==> src/rtl/pipe_pkg.sv <==
// Shared stage-boundary payload layouts and defaults for pipe_stage_buf instances.
// The $bits of each stage struct sets DATA_W for the boundary that carries it.
package pipe_pkg;

    localparam int STALL_CNT_W = 16;

    typedef struct packed {
        logic [31:0] target;
        logic [31:0] alures;
        logic [31:0] val_d;
        logic [4:0]  reg_d;
        logic [7:0]  op;
        logic [3:0]  icc;
        logic        reg_we;
        logic        mem_we;
        logic        icc_we;
        logic [11:0] rsvd;
    } ex_mem_t;

    typedef struct packed {
        logic [31:0] alures;
        logic [31:0] mem_rd;
        logic [4:0]  reg_d;
        logic        reg_we;
        logic [57:0] rsvd;
    } mem_wb_t;

    localparam int      EX_MEM_W   = $bits(ex_mem_t);
    localparam int      MEM_WB_W   = $bits(mem_wb_t);
    localparam ex_mem_t EX_MEM_NOP = '0;
    localparam mem_wb_t MEM_WB_NOP = '0;

endpackage

==> src/rtl/pipe_skid_slot.sv <==
// One-entry skid register: payload plus valid flag. Zero added latency; clear beats load.
// No backpressure of its own; the owning stage decides when to load or clear.
module pipe_skid_slot #(
    parameter int DATA_W = 128
) (
    input  logic              clk,
    input  logic              load,
    input  logic              clear,
    input  logic [DATA_W-1:0] d,
    output logic [DATA_W-1:0] q,
    output logic              valid
);

    always_ff @(posedge clk) begin
        if (clear) begin
            valid <= 1'b0;
        end else if (load) begin
            valid <= 1'b1;
            q     <= d;
        end
    end

endmodule

==> src/rtl/pipe_stage_buf.sv <==
// Pipeline stage register with valid/ready, flush, NOP bubbles and saturating stall counter.
// Latency 1 cycle; base mode in_ready = out_ready | ~out_valid, PIPE_STAGE_SKID_EN registers in_ready via a skid slot.
module pipe_stage_buf
    import pipe_pkg::*;
#(
    parameter int                 DATA_W    = EX_MEM_W,
    parameter logic [DATA_W-1:0]  NOP_VALUE = '0,
    parameter int                 CNT_W     = STALL_CNT_W
) (
    input  logic              clk,
    input  logic              reset,
    input  logic              flush,
    input  logic              in_valid,
    output logic              in_ready,
    input  logic [DATA_W-1:0] in_data,
    output logic              out_valid,
    input  logic              out_ready,
    output logic [DATA_W-1:0] out_data,
    output logic [CNT_W-1:0]  stall_cnt
);

    localparam logic [CNT_W-1:0] CNT_ONE = {{(CNT_W-1){1'b0}}, 1'b1};
    localparam logic [CNT_W-1:0] CNT_MAX = '1;

    logic              main_valid;
    logic [DATA_W-1:0] main_data;
    logic [CNT_W-1:0]  stall_q;
    logic              stalled;

    assign out_valid = main_valid;
    assign out_data  = main_data;
    assign stall_cnt = stall_q;
    assign stalled   = main_valid & ~out_ready;

    // Flush deliberately does not touch the counter; only reset clears it.
    always_ff @(posedge clk) begin
        if (reset) begin
            stall_q <= '0;
        end else if (stalled && (stall_q != CNT_MAX)) begin
            stall_q <= stall_q + CNT_ONE;
        end
    end

`ifdef PIPE_STAGE_SKID_EN

    logic              skid_valid;
    logic [DATA_W-1:0] skid_data;
    logic              advance;
    logic              skid_load;
    logic              skid_clear;

    // Main register may take a new beat whenever it is empty or draining.
    assign advance    = ~main_valid | out_ready;
    assign in_ready   = ~skid_valid;
    assign skid_load  = ~advance & in_valid & ~skid_valid & ~flush;
    assign skid_clear = reset | flush | (advance & skid_valid);

    pipe_skid_slot #(
        .DATA_W (DATA_W)
    ) u_skid (
        .clk   (clk),
        .load  (skid_load),
        .clear (skid_clear),
        .d     (in_data),
        .q     (skid_data),
        .valid (skid_valid)
    );

    // A held skid beat is older than anything upstream, so it drains first.
    always_ff @(posedge clk) begin
        if (reset || flush) begin
            main_valid <= 1'b0;
            main_data  <= NOP_VALUE;
        end else if (advance) begin
            if (skid_valid) begin
                main_valid <= 1'b1;
                main_data  <= skid_data;
            end else begin
                main_valid <= in_valid;
                main_data  <= in_valid ? in_data : NOP_VALUE;
            end
        end
    end

`else

    assign in_ready = out_ready | ~main_valid;

    always_ff @(posedge clk) begin
        if (reset || flush) begin
            main_valid <= 1'b0;
            main_data  <= NOP_VALUE;
        end else if (in_ready) begin
            main_valid <= in_valid;
            main_data  <= in_valid ? in_data : NOP_VALUE;
        end
    end

`endif

endmodule

==> config.mk <==
export PLATFORM = sky130hd
export DESIGN_NAME = pipe_stage_buf
export DESIGN_NICKNAME = d
export VERILOG_FILES = /design/src/rtl/pipe_pkg.sv /design/src/rtl/pipe_skid_slot.sv /design/src/rtl/pipe_stage_buf.sv
export SDC_FILE = /design/constraint.sdc
export NUM_CORES = 1
export LEC_CHECK = 0
export BUFFER_PORTS_ARGS = -buffer_cell sky130_fd_sc_hd__buf_2
export CAP_MARGIN = 10
export CELL_PAD_IN_SITES_DETAIL_PLACEMENT = 0
export CELL_PAD_IN_SITES_GLOBAL_PLACEMENT = 2
export CORE_MARGIN = 2
export CORE_UTILIZATION = 22
export DETAILED_ROUTE_END_ITERATION = 8
export HOLD_SLACK_MARGIN = 0.12
export PLACE_DENSITY = 0.83
export SYNTH_ARGS = -nofsm -noshare
export SYNTH_HDL_FRONTEND = slang
export SYNTH_HIERARCHICAL = 1
export SYNTH_SLANG_ARGS = --single-unit
==> constraint.sdc <==
create_clock -name clk -period 1.8 [get_ports clk]
set_clock_uncertainty 0.2 [all_clocks]
set_input_delay 0.27 -clock clk [delete_from_list [all_inputs] [get_ports clk]]
set_output_delay 0.27 -clock clk [all_outputs]
set_load 0.03 [all_outputs]
==> results.yml <==
outcome:
  status: "complete, no violations"
critical_path:
  r2r-end: "stall_cnt[13]"
  crit_start: "stall_cnt[0]"
  path_buf_inv: 1
  cp.depth: 6
  critPathTopFamily: "simple AND/OR/NAND/NOR gates"
  crit_arrival_ns: 1.92
  critPathMaxStageDelay_ns: 0.39
  rrSetupSlack_ns: 0.03
  path_class: "reg2reg"
  startpoint_type: "flop"
  cp_max_fo: 7
  critPathCaptureType: "flop"
  rr_startpoint: "stall_cnt[0]"
  crit_end: "stall_cnt[13]"
  crit_chain: "ha_4 -> and2_4 -> and3_4 -> buf_4 -> or4_1 -> a21oi_1"
  worstPathRequired_ns: 1.95
  crit_slowest_cell: "or4_1"
  reg2reg_depth: 6
yosys:
  netlist_instances: 671
  avgSynthCellArea_um2: 8.14
  ys_seq_area_share_pct: 53.2
  ys_seq_elements: 145
  synth_edf_count: 0
  netlist_area_mm2: 0.00546
  synthArstFlopShare_pct: 0
  synth_cell_type_count: 35
  syn_nets: 805
  synthTopCellsByArea: "dfxtp_1, a21oi_1, nand3_1"
  synth_top_area_cell: "dfxtp_1"
  synth_warnings: 6
  synth_ff_type: "dfxtp_1"
  synth_top_area_share_pct: 53.2
drt:
  initialDrtViolationCount: 314
  dr.pass1.iters: 4
  routed-via-count: 6198
  drc: 0
  antenna_left: 0
  wire_per_inst_um: 14.2
  wl_um: 20100
  avgViaCountPerCell: 4.38
power_and_ir_drop:
  power_density_mw_per_mm2: 824
  peakVddDrop_mv: 0.424
  leakage_nw: 4.15
grt:
  gr-total-overflow: 0
  grt_usage_pct: 15.1
  grt_pass1_wl_um: 31800
  grt_pass1_vias: 6266
  grt_max_degree: 74
  antenna_found_initial: 0
layout:
  final_util_pct: 38.7
  multi_input_area_mm2: 0.00235
  antenna_cells: 0
  drive_above_1_share_pct: 34.8
  seq_area_mm2: 0.00292
  fillCellCount: 2497
  syn_to_final_growth_pct: 72.5
  layout.nets: 1212
min_path:
  hold_path_class: "in2reg"
clock_tree:
  clkSlewWorstSetupHoldPaths_ns: 0.07
  cts.path.max_buffers: 2
  cts_sinks: 145
  cts.htree.levels: 4
  numCtsBuffers: 17
  clk_latency_ns: 0.41
  cts_tree: "built"
  cts-root-buf: "clkbuf_16"
floorplanning:
  die_w_um: 162
  initial_utilization_pct: 22.4
  die_area_mm2: 0.0261
  core_mm2: 0.0243
  ioPinCount: 279
  num_rows: 57
  dieHeight_um: 162
sta:
  fmax_mhz: 564
  fin_crit_sh_pct: 98.4
  setup_slack_ns: 0.0280
  slew_violations: 0
  hold_viol_final: 0
  rsz0062_at_grt: "true"
  setup_violations: 0
  tightest_slew_ns: 0.358
  relSlewSlack_pct: 76.1
  timing.final.crit_period_ns: 1.77
placement:
  hpwl_um: 12700
  place.gp.congestion: 0.723
  port_buffers: 278
  pre_cts_ws_ns: 0.0118
flow_run:
  cap_viol_max_count: 0
-- where the power goes --
group	total (mW)	internal (mW)	leakage [nW]	switching [mW]
registers	3.33	3.29	1.18	0.0382
clock network	3.44	1.93	0.254	1.51
logic	0.993	0.472	2.72	0.521
-- cell families after synthesis --
family,after synthesis,synth area share [%]
AND/OR/NAND/NOR,305,26.1
AO/OA/AOI/OAI,150,14.3
flip-flops,145,53.2
buffers and inverters,64,5.00
multiplexers,6,1.21
adder cells (fa/ha/maj),1,0.229
-- metrics by stage --
step           setup TNS [ns]  hold WS (ns)  total power [mW]  area, µm²  std cells
6_report                    0         0.131              7.76       9420       1415
5_1_grt               -0.0177         0.150              8.13       9420       1415
4_1_cts                     0         0.125              7.90       9370       1412
3_5_place_dp                0         0.240              4.16       7450       1246
3_3_place_gp                0         0.235              4.15       7450       1246
2_1_floorplan          -0.126         0.238              3.81       5520        671
-- worst min-delay path, cell delays in order --
cell and delay [ns]:
buf_2 0.11, nor2b_4 0.05, inv_4 0.09, a21oi_2 0.06, mux2i_1 0.11
-- how the worst min path moves through the flow --
stage,startpoint,end,slack (ns),cells past startpoint
after floorplan,in_data[0],out_data[0],0.24,2
after global placement,out_data[93],out_data[93],0.23,2
after detailed placement,out_data[120],out_data[120],0.24,2
after CTS,out_ready,stall_cnt[1],0.13,5
after global routing,out_ready,stall_cnt[1],0.15,5
final,out_ready,stall_cnt[1],0.13,5
-- layout by cell type (no fill, tap or decap), types with 2 or more instances in the layout --
cell type	n
a21oi_1	136
inv_1	2
and4_4	2
nand3_1	128
dfxtp_2	8
buf_4	28
clkbuf_16	17
buf_6	2
or4_1	2
nor2_1	8
nor3_1	3
and2_1	2
nand2_1	137
o21ai_0	2
o31ai_1	3
mux2_2	4
a21oi_2	2
inv_4	2
nor2b_1	5
inv_6	5
dfxtp_4	2
buf_2	276
nand4_4	2
dfxtp_1	135
buf_12	10
or3_1	3
clkbuf_1	2
dlygate4sd3_1	132
o41ai_1	2
clkinvlp_4	6
nand4_1	3
-- state kept, by name, indices dropped and copies added (netlist names) --
signal and flops:
out_valid 1, out_data 128, stall_cnt 16
-- layout make-up --
cell class                 instances  area share, %
timing repair buffer             449           33.6
sequential                       145           31.0
multi-input combinational        462           25.0
clock buffer                      19           4.60
tap                              324           4.31
clock inverter                    13           1.33
inverter                           3          0.146
-- timing repair --
| item | CTS | global route |
|---|---|---|
| setup buffers | 1 | 3 |
| setup endpoints to repair | 2 | 12 |
| resized for setup | 2 | 6 |
| hold buffers | 132 | 0 |
| cloned | 1 | 0 |
| hold endpoints to repair | 136 | 0 |
| pin swaps | 0 | 3 |
-- Yosys cell counts (3+ instances only) --
cell and number:
o31ai_1 3, or3_1 3, buf_2 14, mux2_2 5, inv_1 3, nand3_1 128, a21oi_1 138, nand2_1 137
or4_1 3, nor3_1 3, nor2b_1 6, buf_1 3, nand4_1 3, clkbuf_1 42, dfxtp_1 145, nor2_1 8
and2_1 3
-- layer usage --
layer / share of wire (%) / vias to the layer above / wire, µm / track usage [%]
met5: 0 / - / 0 / 0
met4: 2.5 / 0 / 510 / 5.64
met3: 5.7 / 32 / 1150 / 4.11
met2: 49 / 183 / 9870 / 26.1
met1: 43 / 2861 / 8620 / 17.8
li1: - / 3122 / - / -
No activity file was read; power rests on OpenSTA's default activity.
